--- config.mk ---
export PLATFORM = sky130hd
export DESIGN_NAME = s2p
export DESIGN_NICKNAME = d
export VERILOG_FILES = /design/src/rtl/s2p_pkg.sv /design/src/rtl/s2p_fifo.sv /design/src/rtl/s2p.sv
export SDC_FILE = /design/constraint.sdc
export NUM_CORES = 1
export LEC_CHECK = 0
export CORE_UTILIZATION = 45
export DETAILED_ROUTE_END_ITERATION = 6
export MAX_ROUTING_LAYER = met4
export PLACE_DENSITY = 0.69
export SYNTH_ARGS = -nofsm -noshare
export SYNTH_HDL_FRONTEND = slang
export SYNTH_HIERARCHICAL = 1
export SYNTH_SLANG_ARGS = --single-unit
--- constraint.sdc ---
create_clock -name clk -period 1.6 [get_ports clk]
set_input_delay 0.16 -clock clk [delete_from_list [all_inputs] [get_ports clk]]
set_output_delay 0.16 -clock clk [all_outputs]
set_load 0.005 [all_outputs]
--- src/rtl/s2p_pkg.sv ---
// Shared definitions for the serial-to-parallel receiver: default word width
// and the frame state encoding.
package s2p_pkg;

  localparam int WIDTH_DEFAULT = 8;

  typedef enum logic {
    ST_IDLE  = 1'b0,
    ST_SHIFT = 1'b1
  } state_t;

endpackage

--- src/rtl/s2p_fifo.sv ---
// Two-entry output buffer with a registered head; push and pop in the same
// cycle are both honoured at every occupancy, including full.
module s2p_fifo
  import s2p_pkg::*;
#(
  parameter int WIDTH = WIDTH_DEFAULT
) (
  input  logic             clk,
  input  logic             reset,
  input  logic             i_push,
  input  logic [WIDTH-1:0] i_data,
  input  logic             i_pop,
  output logic [WIDTH-1:0] o_data,
  output logic             o_full,
  output logic             o_empty
);

  logic [WIDTH-1:0] r_head;
  logic [WIDTH-1:0] r_tail;
  logic [1:0]       r_cnt;
  logic             w_pop;

  assign w_pop = i_pop && (r_cnt != 2'd0);

  // NOTE: the storage registers are reset too, because the head drives the
  // output port directly and must read as zero out of reset.
  always_ff @(posedge clk) begin
    if (reset) begin
      r_head <= '0;
      r_tail <= '0;
      r_cnt  <= 2'd0;
    end else begin
      case (r_cnt)
        2'd0: begin
          if (i_push) begin
            r_head <= i_data;
            r_cnt  <= 2'd1;
          end
        end
        2'd1: begin
          if (i_push && w_pop) begin
            r_head <= i_data;
          end else if (i_push) begin
            r_tail <= i_data;
            r_cnt  <= 2'd2;
          end else if (w_pop) begin
            r_cnt  <= 2'd0;
          end
        end
        2'd2: begin
          // A push while full is only accepted when a pop frees the tail slot.
          if (w_pop) begin
            r_head <= r_tail;
            if (i_push) r_tail <= i_data;
            else        r_cnt  <= 2'd1;
          end
        end
        default: r_cnt <= 2'd0;
      endcase
    end
  end

  assign o_data  = r_head;
  assign o_full  = (r_cnt == 2'd2);
  assign o_empty = (r_cnt == 2'd0);

endmodule

--- src/rtl/s2p.sv ---
// Serial-to-parallel receiver: shifts d_in MSB first while cs_n is low and
// hands completed words to a 2-entry valid/ready buffer.
module s2p
  import s2p_pkg::*;
#(
  parameter int WIDTH = WIDTH_DEFAULT
) (
  input  logic             clk,
  input  logic             reset,
  input  logic             d_in,
  input  logic             cs_n,
  output logic [WIDTH-1:0] m_data,
  output logic             m_valid,
  input  logic             m_ready,
  output logic             overrun,
  input  logic             ovr_clr,
  output logic             frame_err,
  output logic             busy
);

  localparam int CW = $clog2(WIDTH);

  state_t           r_state;
  state_t           w_state_nxt;
  logic [CW-1:0]    r_count;
  logic [CW-1:0]    w_count_nxt;
  logic [WIDTH-2:0] r_shift;
  logic [WIDTH-1:0] w_word;
  logic             w_shift_en;
  logic             w_last;
  logic             w_abort;
  logic             w_pop;
  logic             w_full;
  logic             w_empty;
  logic             w_drop;
  logic             r_overrun;
  logic             r_frame_err;
  logic             r_busy;

  // NOTE: sequential blocks use non-blocking assignments so every register
  // samples the pre-edge value of its inputs.
  always_ff @(posedge clk) begin
    if (reset) r_state <= ST_IDLE;
    else       r_state <= w_state_nxt;
  end

  always_comb begin
    w_state_nxt = cs_n ? ST_IDLE : ST_SHIFT;
  end

  // NOTE: every signal gets a default before any branch, so no path through
  // the block leaves a value held and no latch is inferred.
  always_comb begin
    w_shift_en  = 1'b0;
    w_last      = 1'b0;
    w_abort     = 1'b0;
    w_count_nxt = r_count;
    if (w_state_nxt == ST_SHIFT) begin
      w_shift_en  = 1'b1;
      w_last      = (r_count == CW'(WIDTH - 1));
      w_count_nxt = w_last ? '0 : r_count + CW'(1);
    end else if ((r_state == ST_SHIFT) && (r_count != '0)) begin
      w_abort     = 1'b1;
      w_count_nxt = '0;
    end
  end

  assign w_word  = {r_shift, d_in};
  assign m_valid = !w_empty;
  assign w_pop   = m_valid && m_ready;
  assign w_drop  = w_last && w_full && !w_pop;

  always_ff @(posedge clk) begin
    if (reset) begin
      r_count     <= '0;
      r_shift     <= '0;
      r_overrun   <= 1'b0;
      r_frame_err <= 1'b0;
      r_busy      <= 1'b0;
    end else begin
      r_count     <= w_count_nxt;
      if (w_shift_en) r_shift <= w_word[WIDTH-2:0];
      r_frame_err <= w_abort;
      r_busy      <= (w_count_nxt != '0);
      // A drop in the same cycle as a clear request keeps the flag set.
      if (w_drop)       r_overrun <= 1'b1;
      else if (ovr_clr) r_overrun <= 1'b0;
    end
  end

  s2p_fifo #(.WIDTH(WIDTH)) u_fifo (
    .clk     (clk),
    .reset   (reset),
    .i_push  (w_last),
    .i_data  (w_word),
    .i_pop   (w_pop),
    .o_data  (m_data),
    .o_full  (w_full),
    .o_empty (w_empty)
  );

  assign overrun   = r_overrun;
  assign frame_err = r_frame_err;
  assign busy      = r_busy;

endmodule

# Yosys cells after proc, flatten, opt, wreduce, memory -nomap -nowiden
# Cells that the tools add are included.
classes:
  addsub: 1
  multipliers: 0
  div_mod_pow: 0
  magnitude_cmp: 0
  n_eq_ne: 9
  n_shift: 0
  n_mux: 23
  n_bitwise: 1
  reduce_logical: 19
op_table:
  columns: ["operator", "count"]
  rows:
  - ["$mux 8", 6]
  - ["$pmux 8 s3", 1]
  - ["$pmux 8 s2", 1]
  - ["$mux 2", 6]
  - ["$mux 3", 3]
  - ["$reduce_bool 3->1", 3]
  - ["$logic_and 1x1->1", 6]
  - ["$ne 2x1->1 const B", 3]
  - ["$pmux 2 s3", 1]
  - ["$reduce_bool 2->1", 3]
  - ["$mux 1", 5]
  - ["$reduce_and 5->1", 1]
  - ["$ne 2x2->1 const B", 2]
  - ["$reduce_and 4->1", 1]
  - ["$add 3x1->3 const B", 1]
  - ["$eq 3x3->1 const B", 1]
  - ["$ne 3x1->1 const B", 1]
  - ["$reduce_and 3->1", 1]
  - ["$eq 2x1->1 const B", 1]
  - ["$eq 2x2->1 const B", 1]
  - ["$logic_not 1->1", 2]
  - ["$logic_not 2->1", 1]
  - ["$reduce_or 2->1", 1]
  - ["$not 1->1", 1]
word_totals:
  regBits: 32
  latch_bits: 0
  mem_bits_rw: 0
  mem_bits_ro: 0
  input_bits: 6
  output_inout_bits: 12
  word_cells: 62
  n_memories: 0

# Longest topological paths before layout
logic_depth:
  depth_word: 8
  mapped_depth: 8
  depth_no_buf: 6

# By module
# Netlist, hierarchy kept.
modules_own_cells:
  columns: ["module", "n_inst", "cells_each", "area_each_um2", "seq_area_each_um2"]
  rows:
  - ["s2p_fifo", 1, 101, 917.1, 360.3]
  - ["s2p", 1, 57, 591.8, 280.3]

# Worst setup path after synthesis
# OpenSTA, ideal clock, no wires.
synth_timing:
  path_kind: "register to register"
  startpoint: "register r_count[0]"
  endpoint: "register u_fifo.r_head[0], in the netlist u_fifo/o_data[0]"
  setup_ns: 0.091
  t_arrival_ns: 1.651
  required_time_ns: 1.509
  setup_slack_ns: -0.142
  stages_incl_launch_ff: 7
  path_buffers: 0
  synth_period_minus_slack_ns: 1.742
  cell_sequence: "dfxtp_1 ha_1 ha_1 and2b_2 mux2_4 a21o_4 a311oi_1"
synth_between:
  elab_chain_len: 5
  word_cells_on_any_way: 6
  classes_between: "eq/ne (3); mux (1); reduce/logical (2)"
synth_rtl:
  columns: ["element", "line", "text"]
  rows:
  - ["from (decl)", "s2p.sv:25", "logic [CW-1:0] r_count;"]
  - ["from (signal assigned)", "s2p.sv:81", "r_count <= w_count_nxt;"]
  - ["$eq 3x3->1 (*)", "s2p.sv:60", "w_last = (r_count == CW'(WIDTH - 1));"]
  - ["$mux 1 (*)", "s2p.sv:58", "if (w_state_nxt == ST_SHIFT) begin"]
  - ["via w_last", "s2p.sv:30", "logic w_last;"]
  - ["$logic_and 1x1->1", "s2p_fifo.sv:41", "if (i_push && w_pop) begin"]
  - ["$ne 2x1->1 (no line)", null, null]
  - ["$reduce_and 4->1 (no line) (*)", null, null]
  - ["to (signal assigned)", "s2p_fifo.sv:36", "r_head <= i_data;"]
  - ["to (signal assigned)", "s2p_fifo.sv:42", "r_head <= i_data;"]
  - ["to (signal assigned)", "s2p_fifo.sv:53", "r_head <= r_tail;"]
  - ["to (decl)", "s2p_fifo.sv:18", "logic [WIDTH-1:0] r_head;"]
# Mark *: on every way through the listed nets, which the timed path passes. The rest lies on a longest branch.
# A chain may end at the register's enable or synchronous reset.

# Worst setup path in the final report
layout_timing:
  startpoint: "register r_count[0]"
  endpoint: "register u_fifo.r_head[5], in the netlist u_fifo/o_data[5]"
# The elaborated chain is that of the path after synthesis.

==> load_flow_metrics.sql <==
INSERT INTO impl_metrics (metric_group, metric, value, unit) VALUES
('run_status', 'status', 'finished with violations', ''),
('run_status', 'failed_checks', 'negative setup slack', ''),
('synth', 'yosys_register_bits', '32', ''),
('power', 'power-per-cell-area', '701', 'mW/mm^2'),
('clock_network', 'cts-buffers-inserted', '5', ''),
('synth', 'synth_enable_flop_cells', '0', ''),
('layout', 'diodes', '0', ''),
('floorplan', 'initial_utilization', '48.2', '%'),
('setup_path', 'critPathKind', 'register to register', ''),
('timing', 'final_min_period_over_clock_period', '111', '%'),
('setup_path', 'worstSetupEndpointType', 'register', ''),
('routing', 'ant_nets', '0', ''),
('floorplan', 'die_width', '59.9', 'um'),
('power', 'leakagePower', '0.763', 'nW'),
('setup_path', 'critPathMaxFanout', '8', ''),
('synth', 'avgSynthCellArea', '9.55', 'sq um'),
('clock_network', 'cts-hold-fix-buffers', '0', ''),
('power', 'totalPowerFinal', '1.42', 'mW'),
('layout', 'stdcell_area', '0.00203', 'sq mm'),
('layout', 'layout.filler_cells', '243', ''),
('floorplan', 'die_area', '0.00359', 'sq mm'),
('place', 'place_congestion', '0.823', ''),
('global_route', 'first_global_vias', '1230', ''),
('floorplan', 'number_of_primary_i_o_pins', '18', ''),
('timing', 'worst-slew-pin-transition', '327', 'ps'),
('floorplan', 'core_area', '0.00313', 'sq mm'),
('timing', 'setup_slack', '-177', 'ps'),
('floorplan', 'die_h', '59.9', 'um'),
('place', 'dpl.cell_count', '227', ''),
('routing', 'wire_per_inst', '13.8', 'um'),
('synth', 'ys_warn_count', '6', ''),
('layout', 'design.final.nets', '202', ''),
('global_route', 'grt_start_max_net_pins', '35', ''),
('synth', 'area_share_of_the_largest_cell_type_after_synthesis', '42.5', '%'),
('layout', 'synth_to_final_area_change', '34.3', '%'),
('timing', 'fin_max_slew_vios', '0', ''),
('global_route', 'track_usage', '21.3', '%'),
('synth', 'synth_area_leaders', 'sky130_fd_sc_hd__dfxtp_1 (42%), sky130_fd_sc_hd__mux2i_1 (10%), sky130_fd_sc_hd__nand2b_1 (7.5%)', ''),
('clock_network', 'ctsLongestPathBuffers', '2', ''),
('setup_path', 'timing.critical_path.from_type', 'register', ''),
('setup_path', 'cp.arrival', '2030', 'ps'),
('routing', 'num_vias', '1221', ''),
('layout', 'layout-drive-gt1-share', '29.9', '%'),
('timing', 'clock.fmax', '563', 'MHz'),
('clock_network', 'clk-insertion-delay-late', '340', 'ps'),
('timing', 'timing.hold.ws', '428', 'ps'),
('routing', 'routed_wirelength', '3.29', 'mm'),
('min_path', 'timing.hold.worst.class', 'primary input to register', ''),
('synth', 'synth.yosys.seq_area_share', '42.5', '%'),
('floorplan', 'num_rows', '20', ''),
('place', 'io_buffer_count', '17', ''),
('routing', 'detailedRoute.firstIterationViolations', '54', ''),
('timing', 'fin_crit', '1780', 'ps'),
('synth', 'synth_area_leader_cell', 'sky130_fd_sc_hd__dfxtp_1', ''),
('clock_network', 'cts_sinks', '32', ''),
('job', 'drv.max_cap_violation_count', '0', ''),
('clock_network', 'clk_pin_slew', '100', 'ps'),
('setup_path', 'worst_ep_required_time', '1860', 'ps'),
('layout', 'instances_no_fill', '238', ''),
('synth', 'dominantRegCellSynth', 'sky130_fd_sc_hd__dfxtp_1', ''),
('layout', 'mostFrequentLayoutCells', 'sky130_fd_sc_hd__dfxtp_1 (28), sky130_fd_sc_hd__nand2_1 (20), sky130_fd_sc_hd__nand2b_1 (18)', ''),
('place', 'place_worst_setup_slack', '-199', 'ps'),
('clock_network', 'h-tree-depth', '2', ''),
('synth', 'synth.distinct_cells', '36', ''),
('timing', 'fin_skew', '5.95', 'ps'),
('place', 'dp.final_hpwl', '2.22', 'mm'),
('timing', 'finalHoldViolations', '0', ''),
('timing', 'final-setup-viol-count', '17', ''),
('timing', 'slew-limit-headroom', '78.1', '%'),
('global_route', 'grt_first_pass_wirelength', '5.38', 'mm'),
('clock_network', 'tritoncts', 'built', '');
area by class of cell:
cell class / instances / area, sq um / share of cell area [%]
repair buffers: 36 / 339 / 16.7
flip-flops and latches: 32 / 646 / 31.9
clock inverters: 1 / 7.51 / 0.370
inverters: 8 / 30.0 / 1.48
well taps: 44 / 55.1 / 2.72
multi-input cells: 110 / 895 / 44.1
clock buffers: 7 / 55.1 / 2.72
cell usage after synthesis (all sizes together), types with 2 or more instances:
library cell  number
a21o               2
clkbuf             5
ha                 3
nor2              12
nand2b            19
a211oi             8
a311oi             8
mux2i             15
dfxtp             32
inv                7
a21oi              2
nor2b              4
nand3b             3
buf                4
nand2             20
or3b               2
cell families (layout without fill, tap and decap cells):
logic type | count (synthesis) | after routing | share of synthesized area (%)
flops | 32 | 32 | 42.5
fa+ha+maj | 3 | 3 | 2.49
simple gates | 64 | 64 | 24.0
buf+inv | 17 | 52 | 5.89
mux | 16 | 17 | 10.9
compound gates | 26 | 26 | 14.2
state kept, by name (all words and copies together) (netlist names):
name and count:
r_state 1, frame_err 1, u_fifo/r_cnt 2, overrun 1, busy 1, u_fifo/o_data 8
r_count 3, u_fifo/r_tail 8, r_shift 7
per-layer routing:
metal	vias up	part of all wire (%)	wire [um]	global-route usage, %
li1	617	-	-	-
met1	578	47	1550	23.8
met2	22	48	1580	34.1
met3	4	3.6	119	7.14
met4	0	0.94	31	10.3
met5	-	0	0	-
what timing repair did:
action                     CTS  global route
resized for setup           12            11
buffers inserted             1             1
cloned                       1             0
pin swaps                   13             4
setup endpoints to repair   17            19
worst paths after layout:
check                   startpoint               end  slack (ps)  cells past startpoint
setup reg to reg        r_count[0]  u_fifo/o_data[5]        -180                      6
hold reg to reg   u_fifo/r_tail[3]  u_fifo/r_tail[3]         490                      2
setup / recovery        r_count[0]  u_fifo/o_data[5]        -180                      6
hold / removal             ovr_clr           overrun         430                      4
worst max-delay path, cell delays in order, from the launching register on:
cell and delay [ps]:
sky130_fd_sc_hd__dfxtp_2 350, sky130_fd_sc_hd__ha_4 160, sky130_fd_sc_hd__ha_4 150, sky130_fd_sc_hd__and2b_2 210, sky130_fd_sc_hd__mux2_4 310, sky130_fd_sc_hd__a21o_4 280
sky130_fd_sc_hd__a311oi_2 240
where the power goes:
group,switching (mW),internal (mW)
combinational,0.0466,0.0603
clock,0.279,0.215
sequential,0.00946,0.810
total,0.335,1.08
Note: power is estimated with default switching activity, not from simulation.
